$ cat src/rtl/az10_pkg.sv
// Shared AZ10 definitions: default widths, stack pointer sizing and the per-cycle stack op codes.
package az10_pkg;

   localparam int DEF_DATA_LEN = 8;
   localparam int STACK_DEPTH  = 16;

   // Pointer needs one extra bit so that "full" (sp==DEPTH) is representable.
   function automatic int sp_width(input int depth);
      return $clog2(depth) + 1;
   endfunction

   localparam int SP_W = sp_width(STACK_DEPTH);

   typedef enum logic [2:0] {
      OP_IDLE    = 3'd0,
      OP_PUSH    = 3'd1,
      OP_POP     = 3'd2,
      OP_REPLACE = 3'd3,
      OP_FAULT   = 3'd4
   } op_e;

endpackage

$ cat src/rtl/stack_mem.sv
// DEPTH x DATA_LEN register file: one synchronous write port, one asynchronous read port.
// Zero-latency read; no backpressure, write lands at the next rising edge.
module stack_mem
   import az10_pkg::*;
#(
   parameter int DEPTH    = STACK_DEPTH,
   parameter int DATA_LEN = DEF_DATA_LEN,
   parameter int AW       = $clog2(DEPTH)
)(
   input  logic                clk,
   input  logic                i_we,
   input  logic [AW-1:0]       i_waddr,
   input  logic [DATA_LEN-1:0] i_wdat,
   input  logic [AW-1:0]       i_raddr,
   output logic [DATA_LEN-1:0] o_rdat
);

   // Contents are deliberately not reset; validity is tracked by the stack pointer.
   logic [DATA_LEN-1:0] r_mem [DEPTH];

   always_ff @(posedge clk) begin
      if (i_we) begin
         r_mem[i_waddr] <= i_wdat;
      end
   end

   assign o_rdat = r_mem[i_raddr];

endmodule

$ cat src/rtl/operand_stack.sv
// LIFO operand stack feeding branch targets to the PC; TOS is combinational (zero latency), pops are level-sensitive.
// Optional TOS z/s flags are built when OPERAND_STACK_FLAGS_EN is defined; overflow/underflow are sticky, no backpressure.
module operand_stack
   import az10_pkg::*;
#(
   parameter int DEPTH    = STACK_DEPTH,
   parameter int DATA_LEN = DEF_DATA_LEN
)(
   input  logic                     clk,
   input  logic                     rst,
   input  logic                     en,
   input  logic                     push,
   input  logic                     pop,
   input  logic [DATA_LEN-1:0]      data_in,
   input  logic                     err_clr,
   output logic [DATA_LEN-1:0]      data_out,
   output logic [$clog2(DEPTH):0]   count,
   output logic                     empty,
   output logic                     full,
   output logic                     ovf,
   output logic                     unf,
   output logic                     z_flag,
   output logic                     s_flag
);

   localparam int PTR_W = sp_width(DEPTH);
   localparam int AW    = PTR_W - 1;

   logic [PTR_W-1:0]    r_sp;
   logic                r_ovf;
   logic                r_unf;

   logic                w_pop;
   logic                w_empty;
   logic                w_full;
   logic [PTR_W-1:0]    w_sp_m1;
   logic [PTR_W-1:0]    w_sp_nxt;
   logic                w_we;
   logic [AW-1:0]       w_waddr;
   logic [AW-1:0]       w_raddr;
   logic [DATA_LEN-1:0] w_rdat;
   logic                w_set_ovf;
   logic                w_set_unf;
   op_e                 w_op;

   // An unknown or floating pop line must never consume an entry.
   assign w_pop   = (pop === 1'b1);
   assign w_empty = (r_sp == '0);
   assign w_full  = (r_sp == PTR_W'(DEPTH));
   assign w_sp_m1 = r_sp - PTR_W'(1);

   always_comb begin
      w_op = OP_IDLE;
      case ({push, w_pop})
         2'b10:   w_op = w_full  ? OP_FAULT : OP_PUSH;
         2'b01:   w_op = w_empty ? OP_FAULT : OP_POP;
         2'b11:   w_op = w_empty ? OP_PUSH  : OP_REPLACE;
         default: w_op = OP_IDLE;
      endcase
   end

   always_comb begin
      w_sp_nxt = r_sp;
      w_we     = 1'b0;
      w_waddr  = r_sp[AW-1:0];
      case (w_op)
         OP_PUSH: begin
            w_we     = 1'b1;
            w_sp_nxt = r_sp + PTR_W'(1);
         end
         OP_POP: begin
            w_sp_nxt = w_sp_m1;
         end
         OP_REPLACE: begin
            w_we    = 1'b1;
            w_waddr = w_sp_m1[AW-1:0];
         end
         default: begin
            w_sp_nxt = r_sp;
         end
      endcase
      if (!en || rst) begin
         w_we     = 1'b0;
         w_sp_nxt = r_sp;
      end
   end

   // Replace while full is legal, so overflow needs push without pop.
   assign w_set_ovf = en && push && !w_pop && w_full;
   assign w_set_unf = en && w_pop && w_empty;

   always_ff @(posedge clk) begin
      if (rst) begin
         r_sp <= '0;
      end else begin
         r_sp <= w_sp_nxt;
      end
   end

   // A fresh error event outranks err_clr in the same cycle.
   always_ff @(posedge clk) begin
      if (rst) begin
         r_ovf <= 1'b0;
         r_unf <= 1'b0;
      end else begin
         if (w_set_ovf) begin
            r_ovf <= 1'b1;
         end else if (err_clr) begin
            r_ovf <= 1'b0;
         end
         if (w_set_unf) begin
            r_unf <= 1'b1;
         end else if (err_clr) begin
            r_unf <= 1'b0;
         end
      end
   end

   assign w_raddr = w_sp_m1[AW-1:0];

   stack_mem #(
      .DEPTH    (DEPTH),
      .DATA_LEN (DATA_LEN),
      .AW       (AW)
   ) u_mem (
      .clk     (clk),
      .i_we    (w_we),
      .i_waddr (w_waddr),
      .i_wdat  (data_in),
      .i_raddr (w_raddr),
      .o_rdat  (w_rdat)
   );

   assign data_out = w_empty ? '0 : w_rdat;
   assign count    = r_sp;
   assign empty    = w_empty;
   assign full     = w_full;
   assign ovf      = r_ovf;
   assign unf      = r_unf;

`ifdef OPERAND_STACK_FLAGS_EN
   assign z_flag = !w_empty && (data_out == '0);
   assign s_flag = !w_empty && data_out[DATA_LEN-1];
`else
   assign z_flag = 1'b0;
   assign s_flag = 1'b0;
`endif

endmodule

$ cat config.mk
export PLATFORM = sky130hd
export DESIGN_NAME = operand_stack
export DESIGN_NICKNAME = d
export VERILOG_FILES = /design/src/rtl/az10_pkg.sv /design/src/rtl/stack_mem.sv /design/src/rtl/operand_stack.sv
export SDC_FILE = /design/constraint.sdc
export NUM_CORES = 1
export LEC_CHECK = 0
export CORE_AREA = 2 2 101 103
export DETAILED_ROUTE_END_ITERATION = 8
export DIE_AREA = 0 0 103 105
export PLACE_DENSITY_LB_ADDON = 0.15
export SYNTH_ARGS = -nofsm -noshare
export SYNTH_HDL_FRONTEND = slang
export SYNTH_SLANG_ARGS = --single-unit
$ cat constraint.sdc
create_clock -name clk -period 8.75 [get_ports clk]
set_input_delay 1.75 -clock clk [delete_from_list [all_inputs] [get_ports clk]]
set_output_delay 1.75 -clock clk [all_outputs]
set_load 0.02 [all_outputs]
# --- Yosys cells after proc, flatten, opt, wreduce, memory -nomap -nowiden ---
# Memories as Yosys holds them, arrays and structs flattened.
# Index checks and enable logic that the tools add are counted.
word_totals:
  register_bits: 7
  mem_bits_rw: 128
  memories: 1
classes:
  add_sub_neg: 2
  eq_ne: 8
  n_mux: 14
  bitwise_logic: 1
  n_reduce_logical: 14
memory_table:
  columns: ["name", "depth", "word_bits", "rd", "rd_clocked_by_memory_dff", "write_ports", "line_no", "source"]
  rows:
  - ["u_mem.r_mem", 16, 8, 1, 0, 1, "stack_mem.sv:19", "logic [DATA_LEN-1:0] r_mem [DEPTH];"]
op_table:
  columns: ["cell", "n"]
  rows:
  - ["5-bit one-hot mux with 2 select lines", 1]
  - ["3-bit one-hot mux with 3 select lines", 1]
  - ["8-bit two-way mux", 1]
  - ["1-bit two-way mux", 7]
  - ["3-bit by 2-bit equality test with 1-bit output (second input constant)", 2]
  - ["3-bit two-way mux", 2]
  - ["2-bit nonzero test", 3]
  - ["5-bit by 1-bit adder with 5-bit output (second input constant)", 1]
  - ["5-bit equality test (second input constant)", 1]
  - ["1-bit logical AND", 5]
  - ["5-bit logical NOT", 1]
  - ["5-bit by 1-bit subtractor with 5-bit output (second input constant)", 1]
  - ["2-bit equality test (second input constant)", 2]
  - ["4-bit two-way mux", 1]
  - ["3-bit by 1-bit equality test with 1-bit output (second input constant)", 1]
  - ["2-bit by 1-bit equality test with 1-bit output (second input constant)", 1]
  - ["1-bit logical NOT", 2]
  - ["2-bit two-way mux", 1]
  - ["2-bit AND reduction", 1]
  - ["2-bit OR reduction", 1]
  - ["1-bit === test (second input constant)", 1]
  - ["1-bit logical OR", 1]
  - ["1-bit inverter", 1]

# --- Depth between registers and ports, before layout ---
# Gate-level depths: netlist of run 1.
logic_depth:
  ltp_word: 9
  ltp_mapped: 9
  mapped_depth_nobuf: 7

# --- By module ---
# A second synthesis of run 1 with hierarchy kept.
hier_totals:
  hier_cells: 307
  area_unflattened_um2: 5672.9
by_module_without_submodules:
  columns: ["module", "instances", "cells_each", "area_each_um2"]
  rows:
  - ["stack_mem", 1, 221, 4987.3]
  - ["operand_stack", 1, 86, 685.7]

# --- Worst setup path after synthesis of run 1 ---
# OpenSTA, ideal clock, no wires.
synth_path:
  path_kind: "register to output"
  from: "register r_sp[0], in the netlist count[0]"
  to: "output data_out[4]"
  t_arrival_ns: 2.487
  path_slack_ns: 4.513
  stages_incl_launch_ff: 9
  path_cell_list: "dfxtp_1 buf_2 inv_1 ha_1 clkbuf_1 clkbuf_1 mux4_2 mux2i_1 o22ai_1"
synth_between:
  elab_chain_len: 3
  word_cells_on_any_way: 4
  classes_between: "add/sub (1); mux (1); reduce/logical (1); memory (1)"
synth_rtl:
  columns: ["item", "line_no", "source"]
  rows:
  - ["start: declaration", "operand_stack.sv:29", "logic [PTR_W-1:0] r_sp;"]
  - ["start signal: assignment", "operand_stack.sv:96", "r_sp <= w_sp_nxt;"]
  - ["5-bit by 1-bit subtractor with 5-bit output", "operand_stack.sv:50", "assign w_sp_m1 = r_sp - PTR_W'(1);"]
  - ["memory read 16 x 8 bit", null, null]
  - ["8-bit two-way mux *", "operand_stack.sv:134", "assign data_out = w_empty ? '0 : w_rdat;"]
  - ["end: declaration", "operand_stack.sv:16", "output logic [DATA_LEN-1:0] data_out,"]
# Every way passes the cells marked *; elsewhere a longest branch is shown, timed or not.

# --- Worst setup path after layout of run 1 ---
layout_path:
  from: "register r_sp[0], in the netlist count[0]"
  to: "output data_out[1]"
# The elaborated chain is that of the path after synthesis.

==> flow_metrics.py, run 1 <==
metrics = {
    "clocking": {
        "cts_buffers": 17,
        "post_cts_resized": 0,
        "insertion_delay_ns": 0.52,
        "cts_sinks": 135,
        "h-tree-depth": 4,
        "clock_path_buffers": 2,
        "path_clk_slew_ns": 0.06,
        "cts_tree": "built",
        "post_cts_buffers": 0,
        "postCtsHoldBufs": 0,
        "root_buffer": "clkbuf_8",
    },
    "hold_path": {
        "hold_class": "flip-flop to flip-flop",
        "hold_path_startpoint": "ovf",
        "min_to": "ovf",
        "hold_depth": 2,
    },
    "floorplanning": {
        "design.core.area_sq_um": 9640,
        "placementRows": 36,
        "die_width_microns": 103,
        "die_h_microns": 105,
        "die_area_sq_um": 10800,
        "start_util": 0.590,
        "pin_count": 33,
    },
    "logic_synthesis": {
        "synth-async-reset-ratio": 0,
        "avgSynthCellArea_sq_um": 18.5,
        "synthesis.instances": 308,
        "synth_seq_area_share": 0.700,
        "syn_area_sq_um": 5690,
        "yosys_warnings": 0,
        "synthFlopType": "edfxtp_1",
        "yosys-top-cells-area": "edfxtp_1, mux4_2, mux2i_1, dfxtp_1, nor2_1",
        "yosysTopAreaCell": "edfxtp_1",
        "ys_ff_latch": 135,
        "yosysUniqueCellTypes": 52,
        "synth_enable_flop_cells": 128,
        "synth_top_area_frac": 0.676,
    },
    "detailed_routing": {
        "routed_via_density": 6.06,
        "drc": 0,
        "num_vias": 3007,
        "ant_nets": 0,
        "first_pass_iters": 6,
        "drt-initial-drc-count": 231,
        "finalWirelength_microns": 11600,
        "wl_per_cell_microns": 23.4,
    },
    "final_layout": {
        "drive_above_1_share": 0.226,
        "n_antenna_cell": 0,
        "nets": 367,
        "area_growth_pct": 18.1,
    },
    "power_and_ir_drop": {
        "leakage_uw": 0.00214,
        "power.clock.fraction": 0.427,
        "cellPowerDensity_nw_per_um2": 246,
        "swShare": 0.244,
        "ir_drop_mv": 0.186,
        "p_int_uw": 1250,
        "seq_power_share": 0.434,
        "power_switching_uw": 404,
        "combPwrFrac": 0.139,
    },
    "setup_path": {
        "cp_data_required_time_ns": 7.00,
        "criticalPathCategory": "flip-flop to output pin",
        "worst-r2r-setup-slack_ns": 4.75,
        "timing.rr.end": "u_mem.r_mem[5][2]",
        "endpoint_kind": "output pin",
        "r2r_cells": 7,
        "cp.arrival_ns": 4.18,
        "r2r_start": "count[0]",
        "cp_max_fo": 42,
        "crit_path_start_kind": "flip-flop",
    },
    "outcome": {
        "outcome": "finished clean",
    },
    "sta": {
        "maxSlewViolCount": 0,
        "period_needed_ns": 5.93,
        "relSlewSlack": 0.405,
        "finalCritPeriodShare": 0.678,
        "fin_hold_ws_ns": 0.467,
        "finalClockSkew_ns": 0.00847,
        "final.setup.tns_ns": 0,
        "setup_violations": 0,
        "fmax_ghz": 0.169,
        "grt_setup_unrepaired": "no",
        "timing_hold_violations_final": 0,
        "tightest_slew_ns": 0.892,
    },
    "run": {
        "maxCapViolCount": 0,
    },
    "global_route": {
        "grt_max_degree": 43,
        "grt_overflow": 0,
        "grt_pass1_vias": 3092,
        "grt_pass1_wl_microns": 17700,
        "antenna_found_initial": 0,
        "grt_usage": 0.232,
    },
    "place": {
        "place_hpwl_microns": 7350,
        "io_buffers": 30,
        "place_congestion": 0.809,
    },
}
==> flip-flops by register name, summed over array words and instances (netlist names) <==
name         count
ovf              1
unf              1
count            5
u_mem.r_mem    128
==> layout by cell type (no fill, tap or decap), types with 3 or more instances in the layout <==
cell type / n
a22oi_1: 3
buf_4: 10
bufinv_16: 3
clkbuf_16: 16
clkdlybuf4s50_1: 30
clkinv_2: 3
clkinv_4: 4
dfxtp_1: 6
edfxtp_1: 128
ha_1: 3
inv_1: 4
inv_6: 3
mux2i_1: 18
mux4_2: 32
nand2_1: 8
nand3_1: 4
nand4_1: 4
nor2_1: 15
nor2b_1: 3
nor3_1: 10
o21ai_0: 3
o22ai_1: 8
==> power groups by stage <==
| stage | clock, uW | combinational, uW | sequential (uW) |
|---|---|---|---|
| after global placement | 0 | 227 | 730 |
| after detailed placement | 0 | 230 | 730 |
| after CTS | 715 | 231 | 717 |
| after global routing | 742 | 243 | 717 |
| final | 706 | 230 | 717 |
| after floorplan | 0 | 155 | 732 |
==> Yosys cell counts (4+ instances only) <==
cell type,instances
edfxtp_1,128
mux4_2,32
mux2i_1,18
nor2_1,15
nor3_1,10
nand2_1,8
o22ai_1,8
dfxtp_1,7
buf_2,6
clkbuf_1,6
buf_4,4
inv_1,4
nand3_1,4
nand4_1,4
==> metrics by stage <==
| stage | power (uW) | util | setup WS, ns | instance area [sq um] | std cells |
|---|---|---|---|---|---|
| 5_1_grt | 1700 | 0.697 | 2.56 | 6720 | 496 |
| 3_3_place_gp | 957 | 0.636 | 3.37 | 6130 | 464 |
| 3_5_place_dp | 961 | 0.636 | 3.32 | 6130 | 464 |
| 4_1_cts | 1660 | 0.697 | 2.75 | 6720 | 496 |
| 2_1_floorplan | 887 | - | 4.51 | 5690 | 309 |
| 6_report | 1650 | 0.697 | 2.82 | 6720 | 496 |
==> logic make-up (layout without fill, tap and decap cells) <==
| group | Yosys count | count (layout) | synth area share |
|---|---|---|---|
| AOI/OAI and AO/OA | 30 | 30 | 0.0367 |
| xor gates and xnor gates | 3 | 3 | 0.00792 |
| adders and majority gates | 3 | 3 | 0.00660 |
| buffers and inverters | 23 | 77 | 0.0227 |
| DFF | 135 | 135 | 0.700 |
| muxes | 53 | 53 | 0.164 |
| other | 1 | 2 | 0.000659 |
| and+or+nand+nor | 60 | 60 | 0.0607 |
==> worst max-delay path, cell delays in order, from the launching register on <==
cell             delay, ns
dfxtp_2               0.31
buf_4                 0.56
inv_1                 0.26
ha_1                  0.70
buf_4                 0.44
mux4_2                0.27
mux2i_1               0.09
o22ai_1               0.32
clkdlybuf4s50_1       0.68
==> how the worst max path moves through the flow <==
stage / startpoint / to / slack, ns / depth (start not counted)
global placement: count[0] / data_out[2] / 3.37 / 8
finish: count[0] / data_out[1] / 2.82 / 8
floorplan: count[0] / data_out[4] / 4.51 / 8
global route: count[0] / data_out[1] / 2.56 / 8
detailed placement: count[0] / data_out[1] / 3.32 / 8
CTS: count[0] / data_out[2] / 2.75 / 8
==> routing by layer <==
layer / track usage / up-vias / routed length (microns)
met2: 0.370 / 82 / 6030
met1: 0.321 / 1566 / 4970
li1: - / 1352 / -
met3: 0.0622 / 7 / 540
met4: 0.0583 / 0 / 84
met5: 0 / - / 0
==> area by class of cell <==
| type | count | area (sq um) |
|---|---|---|
| Tap cell | 133 | 166 |
| Multi-Input combinational cell | 151 | 1580 |
| Fill cell | 655 | 2920 |
| Sequential cell | 135 | 3990 |
| Inverter | 5 | 23.8 |
| Clock inverter | 15 | 176 |
| Timing Repair Buffer | 40 | 375 |
| Clock buffer | 17 | 414 |
(Power assumes the default switching activity.)
==> run 2, diff against run 1 <==
--- a/config.mk
+++ b/config.mk
@@ -5,9 +5,9 @@
 export SDC_FILE = /design/constraint.sdc
 export NUM_CORES = 1
 export LEC_CHECK = 0
-export CORE_AREA = 2 2 101 103
+export CORE_AREA = 2 2 107 109
 export DETAILED_ROUTE_END_ITERATION = 8
-export DIE_AREA = 0 0 103 105
+export DIE_AREA = 0 0 109 111
 export PLACE_DENSITY_LB_ADDON = 0.15
 export SYNTH_ARGS = -nofsm -noshare
 export SYNTH_HDL_FRONTEND = slang
==> constraint.sdc (replaced) <==
create_clock -name clk -period 5.05 [get_ports clk]
set_input_delay 1.01 -clock clk [delete_from_list [all_inputs] [get_ports clk]]
set_output_delay 1.01 -clock clk [all_outputs]
set_load 0.02 [all_outputs]
==> flow_metrics.py, run 2 (same netlist as run 1, synthesis figures left out) <==
metrics = {
    "setup_path": {
        "crit_buf_inv": 3,
        "slowest_stage": "clkdlybuf4s50_1",
        "worst-r2r-setup-slack_ns": 1.68,
        "cp_max_fo": 28,
        "crit_path_start_kind": "flip-flop",
        "cp.arrival_ns": 3.36,
        "crit_start": "count[1]",
        "r2r_start": "count[1]",
        "crit_chain": "inv_1, ha_1, buf_4, mux4_2, mux2i_1, o22ai_1, clkdlybuf4s50_1",
        "cp_data_required_time_ns": 4.04,
        "endpoint_kind": "output pin",
        "slowest_delay_ns": 0.55,
        "criticalPathCategory": "flip-flop to output pin",
        "cp_top_family": "buffers and inverters",
    },
    "detailed_routing": {
        "finalWirelength_microns": 11700,
        "ant_nets": 0,
        "num_vias": 3071,
        "drc": 0,
        "first_pass_iters": 4,
        "routed_via_density": 6.06,
        "wl_per_cell_microns": 23.1,
        "drt-initial-drc-count": 239,
    },
    "sta": {
        "timing_hold_violations_final": 0,
        "maxSlewViolCount": 0,
        "relSlewSlack": 0.459,
        "finalCritPeriodShare": 0.864,
        "tightest_slew_ns": 0.812,
        "fmax_ghz": 0.229,
        "period_needed_ns": 4.37,
        "finalClockSkew_ns": 0.00694,
        "final.setup.tns_ns": 0,
        "grt_setup_unrepaired": "no",
        "setup_violations": 0,
    },
    "final_layout": {
        "n_antenna_cell": 0,
        "multiInputGateArea_sq_um": 1580,
        "seqCellArea_sq_um": 3990,
        "largest-register": "u_mem.r_mem",
        "drive_above_1_share": 0.228,
        "area_growth_pct": 18.6,
        "nets": 368,
        "largest_reg_flops": 128,
        "final_common_cell": "edfxtp_1",
        "final_cell_mix": "edfxtp_1, mux4_2, clkdlybuf4s50_1",
        "n_fill_cell": 809,
        "stdcell_count": 507,
    },
    "clocking": {
        "cts_tree": "built",
        "path_clk_slew_ns": 0.06,
        "post_cts_resized": 0,
        "cts_buffers": 17,
        "insertion_delay_ns": 0.41,
        "clock_path_buffers": 2,
        "h-tree-depth": 4,
        "root_buffer": "clkbuf_16",
        "post_cts_buffers": 0,
        "cts_sinks": 135,
        "postCtsHoldBufs": 0,
    },
    "place": {
        "place_hpwl_microns": 7810,
        "io_buffers": 30,
        "place_congestion": 0.847,
        "placed_cells": 475,
    },
    "floorplanning": {
        "placementRows": 39,
        "die_h_microns": 111,
        "design.core.area_sq_um": 11100,
        "pin_count": 33,
        "start_util": 0.513,
        "die_width_microns": 109,
        "die_area_sq_um": 12100,
    },
    "global_route": {
        "antenna_found_initial": 0,
        "grt_max_degree": 29,
        "grt_usage": 0.214,
        "grt_pass1_vias": 3211,
        "grt_overflow": 0,
        "grt_pass1_wl_microns": 18300,
    },
    "hold_path": {
        "hold_path_startpoint": "ovf",
        "hold_class": "flip-flop to flip-flop",
    },
    "power_and_ir_drop": {
        "cellPowerDensity_nw_per_um2": 423,
        "leakage_uw": 0.00214,
        "ir_drop_mv": 0.271,
    },
    "run": {
        "maxCapViolCount": 0,
    },
    "outcome": {
        "outcome": "finished clean",
    },
}
run 2: routing by layer:
metal  global-route usage  up-vias  share of wire
met2                0.330      107           0.48
met5                    0        -              0
met4               0.0949        0          0.031
li1                     -     1356              -
met1                0.295     1582           0.44
met3               0.0464       26          0.049
run 2: cell type report:
| cell class | instances | area share |
|---|---|---|
| sequential | 135 | 0.591 |
| multi-input combinational | 151 | 0.234 |
| timing repair buffer | 41 | 0.0568 |
| clock buffer | 21 | 0.0697 |
| tap | 143 | 0.0265 |
| clock inverter | 11 | 0.0185 |
| inverter | 5 | 0.00352 |
run 2: tightest hold or removal path, stage by stage, from the launching register on:
cell     delay [ns]
dfxtp_1        0.31
nand2_1        0.05
a21oi_1        0.06
run 2: where the power goes:
group / switching [uW] / internal, uW / leakage [uW]
Clock: 443 / 765 / 0.000277
Combinational: 227 / 175 / 0.000649
Sequential: 6.63 / 1240 / 0.00121
Total: 677 / 2180 / 0.00214
run 2: path summary, 6_finish.rpt:
check,to,cells past startpoint
setup / recovery,data_out[4],7
hold / removal,ovf,2
setup reg to reg,u_mem.r_mem[9][7],7
hold reg to reg,ovf,2
run 2: through the flow:
step                utilization  hold slack (ns)  setup WS (ns)  instance area, sq um  power [uW]
floorplan                     -            0.533           1.55                  5690        1540
global placement          0.555            0.447           1.01                  6150        1670
detailed placement        0.555            0.470           1.02                  6150        1670
CTS                       0.609            0.478          0.624                  6750        2870
global route              0.609            0.502          0.525                  6750        2940
finish                    0.609            0.468          0.685                  6750        2850
==> run 3, diff against run 2 <==
--- a/config.mk
+++ b/config.mk
@@ -5,9 +5,10 @@
 export SDC_FILE = /design/constraint.sdc
 export NUM_CORES = 1
 export LEC_CHECK = 0
-export CORE_AREA = 2 2 107 109
+export ABC_CLOCK_PERIOD_IN_PS = 4130
+export CORE_AREA = 2 2 102 104
 export DETAILED_ROUTE_END_ITERATION = 8
-export DIE_AREA = 0 0 109 111
+export DIE_AREA = 0 0 104 106
 export PLACE_DENSITY_LB_ADDON = 0.15
 export SYNTH_ARGS = -nofsm -noshare
 export SYNTH_HDL_FRONTEND = slang
==> constraint.sdc (replaced) <==
create_clock -name clk -period 4.13 [get_ports clk]
set_input_delay 0.826 -clock clk [delete_from_list [all_inputs] [get_ports clk]]
set_output_delay 0.826 -clock clk [all_outputs]
set_load 0.02 [all_outputs]
==> flow_metrics.py, run 3 (same netlist as run 1, synthesis figures left out) <==
metrics = {
    "global_route": {
        "grt_overflow": 0,
        "grt_pass1_vias": 3083,
        "antenna_found_initial": 0,
        "grt_pass1_wl_microns": 17500,
        "grt_usage": 0.223,
        "grt_max_degree": 26,
    },
    "hold_path": {
        "min_to": "ovf",
        "hold_path_startpoint": "ovf",
        "hold_depth": 2,
        "hold_class": "flip-flop to flip-flop",
    },
    "final_layout": {
        "largest_reg_flops": 128,
        "final_cell_mix": "edfxtp_1, mux4_2, clkdlybuf4s50_1",
        "n_antenna_cell": 0,
        "nets": 378,
        "drive_above_1_share": 0.243,
        "stdcell_count": 510,
        "final_util": 0.680,
        "largest-register": "u_mem.r_mem",
        "final_common_cell": "edfxtp_1",
        "n_fill_cell": 700,
        "area_growth_pct": 19.5,
    },
    "detailed_routing": {
        "drc": 0,
        "drt-initial-drc-count": 164,
        "topRoutingLayerUsed": "met4",
        "num_vias": 3058,
        "first_pass_iters": 4,
        "ant_nets": 0,
        "wl_met1_microns": 4610,
        "finalWirelength_microns": 11300,
        "wl_met2_microns": 5790,
        "wl_per_cell_microns": 22.2,
        "route.met3.wl_microns": 752,
        "routed_via_density": 6.00,
    },
    "power_and_ir_drop": {
        "leakage_uw": 0.00219,
        "power.clock.fraction": 0.419,
        "combPwrFrac": 0.142,
        "cellPowerDensity_nw_per_um2": 509,
        "power_switching_uw": 818,
        "swShare": 0.236,
        "p_int_uw": 2640,
        "power_uw": 3460,
        "seq_power_share": 0.439,
        "ir_drop_mv": 0.332,
    },
    "setup_path": {
        "cp.arrival_ns": 3.08,
        "r2r_cells": 7,
        "crit_path_start_kind": "flip-flop",
        "r2r_start": "count[1]",
        "cp_max_fo": 25,
        "cp_data_required_time_ns": 3.30,
        "timing.rr.end": "u_mem.r_mem[1][1]",
        "worst-r2r-setup-slack_ns": 1.49,
        "criticalPathCategory": "flip-flop to output pin",
        "endpoint_kind": "output pin",
    },
    "clocking": {
        "root_buffer": "clkbuf_8",
        "h-tree-depth": 4,
        "postCtsHoldBufs": 0,
        "cts_tree": "built",
        "cts_buffers": 17,
        "insertion_delay_ns": 0.52,
        "clock_path_buffers": 2,
        "path_clk_slew_ns": 0.06,
        "cts_sinks": 135,
    },
    "floorplanning": {
        "die_width_microns": 104,
        "placementRows": 37,
        "pin_count": 33,
        "die_h_microns": 106,
        "start_util": 0.569,
        "design.core.area_sq_um": 10000,
        "die_area_sq_um": 11000,
    },
    "place": {
        "place_congestion": 0.810,
        "placed_cells": 478,
        "place_hpwl_microns": 7040,
        "io_buffers": 30,
    },
    "sta": {
        "fmax_ghz": 0.256,
        "relSlewSlack": 0.587,
        "maxSlewViolCount": 0,
        "timing_hold_violations_final": 0,
        "finalCritPeriodShare": 0.946,
        "finalClockSkew_ns": 0.00652,
        "grt_setup_unrepaired": "no",
        "period_needed_ns": 3.91,
        "final.setup.tns_ns": 0,
        "tightest_slew_ns": 0.604,
        "setup_violations": 0,
    },
    "run": {
        "maxCapViolCount": 0,
    },
    "outcome": {
        "outcome": "finished clean",
    },
}
run 3: cell types whose count changed in the layout (fill, tap and decap cells not counted), sizes merged:
| cell | before | now |
|---|---|---|
| clkbuf | 21 | 18 |
| bufinv | 2 | 3 |
| clkinvlp | 5 | 1 |
| clkinv | 5 | 11 |
| buf | 11 | 21 |
run 3: routing by layer:
layer  vias up  track usage
met5         -            0
met4         0       0.0792
met3        13       0.0632
met2       103        0.370
met1      1565        0.286
li1       1377            -
run 3: cell type report:
class	count	area (sq um)	share of cell area
Timing Repair Buffer	51	458	0.0674
Inverter	5	23.8	0.00350
Clock inverter	14	159	0.0234
Clock buffer	18	418	0.0615
Sequential cell	135	3990	0.586
Tap cell	136	170	0.0250
Multi-Input combinational cell	151	1580	0.233
run 3: metrics by stage:
step	instance area [sq um]	hold WS, ns	worst slack (ns)
floorplan	5690	0.533	0.817
global placement	6220	0.449	0.736
detailed placement	6220	0.461	0.662
CTS	6790	0.471	0.0911
global route	6800	0.510	0.0887
finish	6800	0.469	0.222
run 3: worst max-delay path by stage:
stage               startpoint          end  cells past startpoint
floorplan             count[0]  data_out[4]                      8
global placement      count[1]  data_out[5]                      7
detailed placement    count[1]  data_out[5]                      7
CTS                   count[1]  data_out[5]                      7
global route          count[1]  data_out[7]                      7
finish                count[1]  data_out[2]                      7
run 3: power by group through the flow:
| stage | Combinational, uW | Clock [uW] | Sequential, uW |
|---|---|---|---|
| finish | 491 | 1450 | 1520 |
| global route | 525 | 1530 | 1520 |
| CTS | 493 | 1480 | 1520 |
| detailed placement | 491 | 0 | 1550 |
| global placement | 485 | 0 | 1550 |
| floorplan | 328 | 0 | 1550 |
run 3: worst max-delay path, stage by stage (launching register included):
cell             delay [ns]
dfxtp_1                0.47
inv_1                  0.12
ha_1                   0.32
buf_4                  0.36
mux4_2                 0.41
mux2i_1                0.20
o22ai_1                0.11
clkdlybuf4s50_1        0.57
run 3: repair_timing:
| action | in CTS | in global routing |
|---|---|---|
| endpoints found under the setup margin | 0 | 6 |
| endpoints found under the hold margin | 0 | 0 |
| gates resized for setup | 0 | 1 |
| setup buffers | 0 | 0 |
